==> config.mk <==
export PLATFORM = sky130hd
export DESIGN_NAME = fetch_bundle_queue
export DESIGN_NICKNAME = d
export VERILOG_FILES = /design/src/rtl/fetch_bundle_queue.sv
export SDC_FILE = /design/constraint.sdc
export NUM_CORES = 1
export LEC_CHECK = 0
export CORE_ASPECT_RATIO = 1.4
export CORE_MARGIN = 10
export CORE_UTILIZATION = 50
export CTS_CLUSTER_DIAMETER = 150
export DETAILED_ROUTE_END_ITERATION = 7
export PLACE_DENSITY_LB_ADDON = 0.15
export SLEW_MARGIN = 20
export SYNTH_ARGS = -nofsm -noshare
export SYNTH_HDL_FRONTEND = slang
export SYNTH_SLANG_ARGS = --single-unit
==> constraint.sdc <==
create_clock -name clock -period 16.6 [get_ports clock]
set_input_delay 4.98 -clock clock [delete_from_list [all_inputs] [get_ports clock]]
set_output_delay 4.98 -clock clock [all_outputs]
set_load 0.02 [all_outputs]
==> src/rtl/fetch_bundle_queue.sv <==
// fetch_bundle_queue
//   Multi-issue instruction fetch unit. It reads aligned bundles of ISSUE_W
//   instructions from a synchronous 1-cycle-latency instruction memory and
//   buffers them in a DEPTH-entry bundle queue. Decode takes one bundle per
//   cycle from the head of the queue. A branch redirect flushes the queue,
//   drops the read that is returning, and pads the slots in front of an
//   unaligned target with LNOP.
//
//   Handshake: a bundle transfers on a rising edge where out_valid and
//   out_ready are both high. out_valid never depends on out_ready. While
//   out_ready is low the head bundle and every out_* signal hold steady.
//
// Ports
//   clock          in   rising-edge clock
//   reset          in   asynchronous, active-high reset
//   redirect       in   branch taken; load redirect_pc
//   redirect_pc    in   branch target (4-byte aligned)
//   imem_req       out  instruction memory read request this cycle
//   imem_addr      out  bundle-aligned read address
//   imem_rdata     in   bundle data, valid the cycle after imem_req; slot 0 in MSBs
//   out_valid      out  head bundle valid
//   out_ready      in   decode accepts the head bundle
//   out_pc         out  address of slot 0 of the head bundle
//   out_inst       out  head bundle instructions; slot 0 in MSBs
//   out_slot_mask  out  per-slot live bit (MSB = slot 0); 0 = LNOP padding
//   queue_count    out  occupied queue entries
module fetch_bundle_queue #(
    parameter int                ADDR_W    = 32,
    parameter int                INST_W    = 32,
    parameter int                ISSUE_W   = 2,
    parameter int                DEPTH     = 4,
    parameter int                MEM_BYTES = 2048,
    parameter logic [INST_W-1:0] LNOP      = 32'h00200000
) (
    input  logic                        clock,
    input  logic                        reset,
    input  logic                        redirect,
    input  logic [ADDR_W-1:0]           redirect_pc,
    output logic                        imem_req,
    output logic [ADDR_W-1:0]           imem_addr,
    input  logic [ISSUE_W*INST_W-1:0]   imem_rdata,
    output logic                        out_valid,
    input  logic                        out_ready,
    output logic [ADDR_W-1:0]           out_pc,
    output logic [ISSUE_W*INST_W-1:0]   out_inst,
    output logic [ISSUE_W-1:0]          out_slot_mask,
    output logic [$clog2(DEPTH):0]      queue_count
);

    localparam int B      = ISSUE_W * 4;
    localparam int BUN_W  = ISSUE_W * INST_W;
    localparam int PTR_W  = $clog2(DEPTH);
    localparam int CNT_W  = PTR_W + 1;
    localparam int OCC_W  = CNT_W + 1;
    localparam int SLOT_W = (ISSUE_W > 1) ? $clog2(ISSUE_W) : 1;

    // Queue storage: each entry keeps its own PC tag and slot mask.
    logic [ADDR_W-1:0]  r_q_pc   [DEPTH];
    logic [BUN_W-1:0]   r_q_inst [DEPTH];
    logic [ISSUE_W-1:0] r_q_mask [DEPTH];

    logic [PTR_W-1:0]   r_head;
    logic [PTR_W-1:0]   r_tail;
    logic [CNT_W-1:0]   r_count;
    logic [ADDR_W-1:0]  r_fetch_pc;
    logic [ADDR_W-1:0]  r_rsp_pc;     // address tag of the read in flight
    logic               r_inflight;
    logic               r_pad;
    logic [SLOT_W-1:0]  r_pad_slot;   // slot index of the redirect target

    logic [OCC_W-1:0]   w_occ;
    logic               w_req;
    logic               w_push;
    logic               w_pop;
    logic [ADDR_W-1:0]  w_pc_next;
    logic [ADDR_W-1:0]  w_rd_aligned;
    logic [SLOT_W-1:0]  w_rd_slot;
    logic [BUN_W-1:0]   w_fill_inst;
    logic [ISSUE_W-1:0] w_fill_mask;

    // Entries already queued and the read still in flight both claim a slot,
    // so a returning response always finds room in the queue.
    assign w_occ  = OCC_W'(r_count) + OCC_W'(r_inflight);
    assign w_req  = !reset && !redirect && (w_occ < OCC_W'(DEPTH));
    assign w_push = r_inflight && !redirect;
    assign w_pop  = (r_count != '0) && out_ready && !redirect;

    assign w_pc_next = (r_fetch_pc >= ADDR_W'(MEM_BYTES - B)) ? '0
                                                              : r_fetch_pc + ADDR_W'(B);

    assign w_rd_aligned = redirect_pc & ~ADDR_W'(B - 1);
    assign w_rd_slot    = SLOT_W'((redirect_pc >> 2) & ADDR_W'(ISSUE_W - 1));

    // Slot i sits at bit (ISSUE_W-1-i) of the mask and in the matching
    // INST_W field of the bundle, counted from the MSB end.
    always_comb begin
        w_fill_inst = imem_rdata;
        w_fill_mask = '1;
        for (int i = 0; i < ISSUE_W; i++) begin
            if (r_pad && (i < int'(r_pad_slot))) begin
                w_fill_inst[(ISSUE_W-1-i)*INST_W +: INST_W] = LNOP;
                w_fill_mask[ISSUE_W-1-i]                    = 1'b0;
            end
        end
    end

    always_ff @(posedge clock or posedge reset) begin
        if (reset) begin
            r_head     <= '0;
            r_tail     <= '0;
            r_count    <= '0;
            r_fetch_pc <= '0;
            r_rsp_pc   <= '0;
            r_inflight <= 1'b0;
            r_pad      <= 1'b0;
            r_pad_slot <= '0;
        end else if (redirect) begin
            // Flush; the response landing at this edge is not pushed, and no
            // request is issued while redirect is high.
            r_head     <= '0;
            r_tail     <= '0;
            r_count    <= '0;
            r_inflight <= 1'b0;
            r_fetch_pc <= w_rd_aligned;
            r_pad      <= (w_rd_slot != '0);
            r_pad_slot <= w_rd_slot;
        end else begin
            r_inflight <= w_req;
            if (w_req) begin
                r_fetch_pc <= w_pc_next;
                r_rsp_pc   <= r_fetch_pc;
            end
            if (w_push) begin
                r_tail <= r_tail + PTR_W'(1);
                r_pad  <= 1'b0;
            end
            if (w_pop) begin
                r_head <= r_head + PTR_W'(1);
            end
            case ({w_push, w_pop})
                2'b10:   r_count <= r_count + CNT_W'(1);
                2'b01:   r_count <= r_count - CNT_W'(1);
                default: r_count <= r_count;
            endcase
        end
    end

    always_ff @(posedge clock or posedge reset) begin
        if (reset) begin
            for (int i = 0; i < DEPTH; i++) begin
                r_q_pc[i]   <= '0;
                r_q_inst[i] <= {ISSUE_W{LNOP}};
                r_q_mask[i] <= '0;
            end
        end else if (w_push) begin
            r_q_pc[r_tail]   <= r_rsp_pc;
            r_q_inst[r_tail] <= w_fill_inst;
            r_q_mask[r_tail] <= w_fill_mask;
        end
    end

    assign imem_req      = w_req;
    assign imem_addr     = r_fetch_pc;
    assign out_valid     = (r_count != '0);
    assign out_pc        = r_q_pc[r_head];
    assign out_inst      = r_q_inst[r_head];
    assign out_slot_mask = r_q_mask[r_head];
    assign queue_count   = r_count;

endmodule

==> run summary, run 1 <==
status -> completed
R2R cell count -> 4
die area -> 46900 sq um
drt wl/cell -> 20.5 microns
CTS buffer count -> 45
Routed WL -> 43.7 mm
Routed Antenna Nets -> 0
worst hold path class -> flip-flop to flip-flop
dpl hpwl -> 27.2 mm
ys flop type -> dfrtp_1
Worst path max stage delay -> 0.64 ns
chip width -> 186 microns
CP cell instances -> clkdlybuf4s50_1 > buf_4 > clkinv_1 > nand2_2 > inv_1 > clkdlybuf4s50_1
Critical Path AT -> 7.52 ns
vias post-DR -> 11800
Seq cells post-synth -> 448
Clock Tree Root -> clkbuf_16
Leak -> 10.7 nW
CTS tree -> yes
RSZ-0062 raised after global routing -> false
GPL Wtd Cong -> 0.797
Final Hold Viols -> 0
Yosys cell types -> 50
Max Slew Vio Count -> 0
grt total ovfl -> 0
Placeable Area -> 38300 sq um
clk_skew -> 0.0163 ns
via/cell ratio -> 5.55
most common cell after layout, fill and taps aside -> dfrtp_1
most used cell, CP -> clkdlybuf4s50_1
Remaining DRCs -> 0
I/O pin cnt -> 235
Post-Syn Area -> 19300 sq um
area growth from synthesis to layout -> 21.3%
FP Rows -> 85
Post-synth EDFFs -> 0
Clock Path Buffers -> 3
worst vdd ir -> 98.0 uV
largest net degree at the start of global routing -> 198
Crit Path Class -> primary input to output port
FFs w/ async S/R, synth -> 100%
initial drt markers -> 612
Setup Buffers After CTS -> 0
sequential fraction of the synthesis area -> 58.2%
final instance area -> 23400 sq um
most frequent cells in the layout -> dfrtp_1 (438), nand2_1 (282), mux2_2 (246)
die height -> 252 microns
crit path time final -> 12.50 ns
drt first pass iters -> 4
R2R Setup Slk -> 13.45 ns
Cell Pwr Density -> 164 nW/um^2
Worst-Skew Late Latency -> 0.56 ns
Mean Syn Cell Area -> 13.5 sq um
Startpoint Class -> primary input
share of layout cells above drive strength 1 -> 28.2%
CP max stage cell -> nand2_2
nets@finish -> 1727
Mapped Cells -> 1430
Worst Setup End Kind -> output port
hold worst-path end -> r_q_mask[4]$_DFFE_PP0P_
cts repair resizes -> 0
Tcrit/Tclk final -> 75.3%
# H-tree levels -> 2
initial antenna violation count -> 1
clock sink count -> 448
Setup TNS -> 0 ns
CTS Hold Buffers Added -> 0
endpoints failing setup -> 0
max cap viols -> 0
Starting Density -> 50.4%
Slew headroom -> 31.1%
reg-to-reg startpoint -> r_inflight$_DFF_PP0_
vias in the first global route -> 12700
fmax -> 0.0800 GHz
critical-path maximum fanout -> 46
dpl cell area -> 21800 sq um
pin slew with the least headroom to its limit -> 1.03 ns
port bufs -> 226
Clk pin slew, worst setup/hold paths -> 0.06 ns
synth warn -> 0
All-Layer GR Usage -> 19.0%
HP Start -> r_q_mask[4]$_DFFE_PP0P_
global-route wire length before repair -> 70.7 mm
Worst Path Required -> 11.62 ns
hold path depth -> 1
Worst R2R End -> r_q_inst[201]$_DFFE_PP0P_
stage by stage:
step / hold WS (ns) / utilization [%] / std cells / total power [mW] / worst slack, ns
after floorplan: 0.429 / - / 1435 / 2.33 / 5.57
after global placement: 0.444 / 57.0 / 2051 / 2.81 / 4.09
after detailed placement: 0.451 / 57.0 / 2051 / 2.84 / 4.07
after CTS: 0.467 / 61.0 / 2130 / 3.88 / 4.06
after global routing: 0.479 / 61.1 / 2132 / 4.04 / 3.89
final: 0.463 / 61.1 / 2132 / 3.83 / 4.10
worst max-delay path: cells and delay by family:
family | cells | cell delay (ns)
AND/OR/NAND/NOR | 1 | 0.64
buffers and inverters | 5 | 1.88
synthesized netlist by cell type, types with 7 or more instances:
master	n	area [sq um]
dfrtp_1	440	11000
o21ai_0	137	686
o21ai_2	10	87.6
a22o_1	9	78.8
nand2_1	286	1070
dfstp_2	8	210
nor2_1	15	56.3
mux2_2	246	2770
clkbuf_1	42	158
buf_2	47	235
mux4_2	95	2140
nand3_1	9	45.0
buf_4	7	52.6
report_power, final:
part           internal (mW)  switching, mW
Sequential              1.40          0.201
Clock                  0.618          0.414
Combinational          0.651          0.549
worst max-delay path by stage:
stage                   from                         to  slack (ns)
global route        redirect                   imem_req        3.89
global placement    redirect                   imem_req        4.09
floorplan              reset  imem_addr[10]$_DFFE_PP0P_        5.57
finish              redirect                   imem_req        4.10
CTS                 redirect                   imem_req        4.06
detailed placement  redirect                   imem_req        4.07
registers in the layout (all words and copies together), names as in the netlist:
name and flops:
imem_addr 29, queue_count 3, r_head 2, r_inflight 1, r_pad 1, r_pad_slot 1
r_q_inst 256, r_q_mask 8, r_q_pc 116, r_rsp_pc 29, r_tail 2
logic make-up after synthesis:
group | share of synthesized area, %
DFF | 58.2
adders and majority gates | 0.428
other | 0.0195
and+or+nand+nor | 7.39
muxes | 25.6
xor gates and xnor gates | 0.500
buffers and inverters | 2.62
AOI/OAI and AO/OA | 5.28
metal layers:
layer	part of all wire, %	vias up	global-route usage (%)
li1	-	5448	-
met1	43	6091	24.5
met2	50	236	31.6
met3	5.5	53	4.55
met4	1.6	0	4.66
met5	0	-	0
cell type report:
cell class | count | area [sq um]
Fill cell | 3021 | 14900
Sequential cell | 448 | 11200
Clock buffer | 62 | 1320
Multi-Input combinational cell | 879 | 7600
Antenna cell | 1 | 2.50
Inverter | 7 | 30.0
Clock inverter | 17 | 195
Timing Repair Buffer | 240 | 2410
Tap cell | 478 | 598
Note: power is estimated with default switching activity, not from simulation.
==> run 2: changes to the inputs <==
==> constraint.sdc (replaced) <==
create_clock -name clock -period 10.4 [get_ports clock]
set_input_delay 3.12 -clock clock [delete_from_list [all_inputs] [get_ports clock]]
set_output_delay 3.12 -clock clock [all_outputs]
set_load 0.02 [all_outputs]
==> run 2 against run 1 <==
Net effect:
- total power grew 61%
- worst setup slack got worse by 1.9 ns
- flip-flop and latch count unchanged
- die area did not move
- register-to-register slack got worse by 6.1 ns
- clock skew fell by 0.0087 ns
==> run summary, run 2 (synthesis gave the netlist of run 1 again) <==
status -> completed
Worst Setup End Kind -> output port
largest net degree at the start of global routing -> 162 (-18%)
CP cell instances -> clkdlybuf4s50_1 > buf_4 > clkinv_1 > nand2_2 > inv_1 > clkdlybuf4s50_1
die height -> 252 microns (unchanged)
CTS Hold Buffers Added -> 0 (unchanged)
area growth from synthesis to layout -> 21.3% (about the same)
family with the most delay on the worst path -> buffers and inverters
via/cell ratio -> 5.57 (+0.35%)
worst vdd ir -> 162 uV (+66%)
Leak -> 10.7 nW (about the same)
most common cell after layout, fill and taps aside -> dfrtp_1
Largest Register -> r_q_inst
Placeable Area -> 38300 sq um (unchanged)
critical-path maximum fanout -> 46 (unchanged)
Setup Buffers After CTS -> 0 (unchanged)
CP max stage cell -> clkdlybuf4s50_1
fmax -> 0.121 GHz
vias in the first global route -> 12900 (+1.7%)
chip width -> 186 microns (unchanged)
Max Slew Vio Count -> 0 (unchanged)
Crit Path Class -> primary input to output port
cts repair resizes -> 0 (unchanged)
Setup TNS -> 0 ns (unchanged)
I/O pin cnt -> 235 (unchanged)
switching share of power -> 30.2% (-0.16 points)
share of layout cells above drive strength 1 -> 28.1% (-0.060 points)
antenna diode count -> 0 (-1)
Layout Cells excl Fill -> 2131 (-0.047%)
initial drt markers -> 568 (-7.2%)
Comb power frac -> 31.2% (about the same)
WHS -> 0.458 ns (-0.00501 ns)
Final Hold Viols -> 0 (unchanged)
CTS tree -> yes
max reg flops -> 256 (unchanged)
Sw Pwr -> 1.86 mW (+60%)
number of buffers and inverters on the critical path -> 5 (unchanged)
grt total ovfl -> 0 (unchanged)
# placed instances -> 2052 (+0.049%)
CTS buffer count -> 44 (-2.2%)
initial antenna violation count -> 0 (-1)
Slew headroom -> 31.1% (about the same)
Fillers -> 3010 (-0.36%)
final instance area -> 23400 sq um (about the same)
RSZ-0062 raised after global routing -> false
Clk pwr share -> 27.3% (+0.4 points)
dpl hpwl -> 27.0 mm (-0.67%)
Regs by FF count -> r_q_inst: 256 flops, r_q_pc: 116 flops
Worst-Skew Late Latency -> 0.54 ns (-0.02 ns)
clk_skew -> 0.00760 ns (-0.00868 ns)
clock sink count -> 448 (unchanged)
Reg power frac -> 41.5% (-0.3 points)
worst hold path class -> flip-flop to flip-flop
max cap viols -> 0 (unchanged)
vias post-DR -> 11900 (+0.30%)
GPL Wtd Cong -> 0.830 (+4.1%)
Clock Tree Root -> clkbuf_16
crit path time final -> 8.24 ns
endpoints failing setup -> 0 (unchanged)
die area -> 46900 sq um (unchanged)
pin slew with the least headroom to its limit -> 1.03 ns (-0.00374 ns)
drt wl/cell -> 20.6 microns (+0.32%)
All-Layer GR Usage -> 19.2% (+0.17 points)
nets@finish -> 1726 (-0.058%)
Int Pwr -> 4.29 mW (+61%)
FP Rows -> 85 (unchanged)
most used cell, CP -> clkdlybuf4s50_1
Clk pin slew, worst setup/hold paths -> 0.06 ns (about the same)
Startpoint Class -> primary input
Tcrit/Tclk final -> 79.2%
Starting Density -> 50.4% (unchanged)
Routed WL -> 43.8 mm (+0.27%)
drt first pass iters -> 5 (+1)
Routed Antenna Nets -> 0 (unchanged)
global-route wire length before repair -> 71.5 mm (+1.1%)
Worst path max stage delay -> 0.54 ns (-0.10 ns)
Remaining DRCs -> 0 (unchanged)
Worst Path Required -> 7.28 ns (-4.34 ns)
most frequent cells in the layout -> dfrtp_1 (438), nand2_1 (282), mux2_2 (246)
Critical Path AT -> 5.12 ns (-2.40 ns)
dpl cell area -> 21900 sq um (about the same)
Cell Pwr Density -> 263 nW/um^2 (+60%)
Clock Path Buffers -> 3 (unchanged)
# H-tree levels -> 2 (unchanged)
port bufs -> 226 (unchanged)
==> run 2: path summary, 6_finish.rpt <==
| check | startpoint | end | slack [ns] | cells past startpoint |
|---|---|---|---|---|
| worst max-delay path | redirect | imem_req | 2.16 | 6 |
| worst min-delay path | r_q_mask[0]$_DFFE_PP0P_ | r_q_mask[0]$_DFFE_PP0P_ | 0.46 | 1 |
| worst max register to register | r_inflight$_DFF_PP0_ | r_q_pc[57]$_DFFE_PP0P_ | 7.33 | 4 |
| worst min register to register | r_q_mask[0]$_DFFE_PP0P_ | r_q_mask[0]$_DFFE_PP0P_ | 0.46 | 1 |
| max in group asynchronous | reset | r_q_inst[69]$_DFFE_PP0P_ | 5.64 | 4 |
| min in group asynchronous | reset | imem_addr[15]$_DFFE_PP0P_ | 3.29 | 3 |
==> run 2: layout make-up <==
type	instances	area (sq um)	area share, %
Timing Repair Buffer	240	2390	10.2
Multi-Input combinational cell	879	7600	32.5
Tap cell	478	598	2.56
Inverter	7	30.0	0.128
Sequential cell	448	11200	48.0
Clock inverter	16	236	1.01
Clock buffer	63	1300	5.57
==> run 2: routing by layer <==
| metal | part of all wire, % | GRT usage [%] |
|---|---|---|
| met1 | 43 | 24.6 |
| met2 | 50 | 32.2 |
| met3 | 5.3 | 4.10 |
| met4 | 1.9 | 5.17 |
| met5 | 0 | 0 |
==> run 2: stage by stage <==
step	setup WS (ns)	util, %	total power, mW
floorplan	1.23	-	3.72
global placement	2.17	57.1	4.48
detailed placement	2.14	57.1	4.54
CTS	2.14	61.1	6.23
global route	2.01	61.1	6.49
finish	2.16	61.1	6.15
==> run 2: power groups by stage <==
stage               sequential (mW)  combinational (mW)  clock [mW]
global placement               2.56                1.92           0
detailed placement             2.59                1.95           0
finish                         2.56                1.92        1.68
global route                   2.63                2.07        1.79
CTS                            2.56                1.96        1.71
floorplan                      2.48                1.24           0
==> run 2: worst reg2reg max path, stage by stage, from the launching register on <==
cell     delay (ns)
dfrtp_1        0.62
nor2b_1        0.66
nand2_4        0.59
buf_4          0.62
mux2_2         0.46
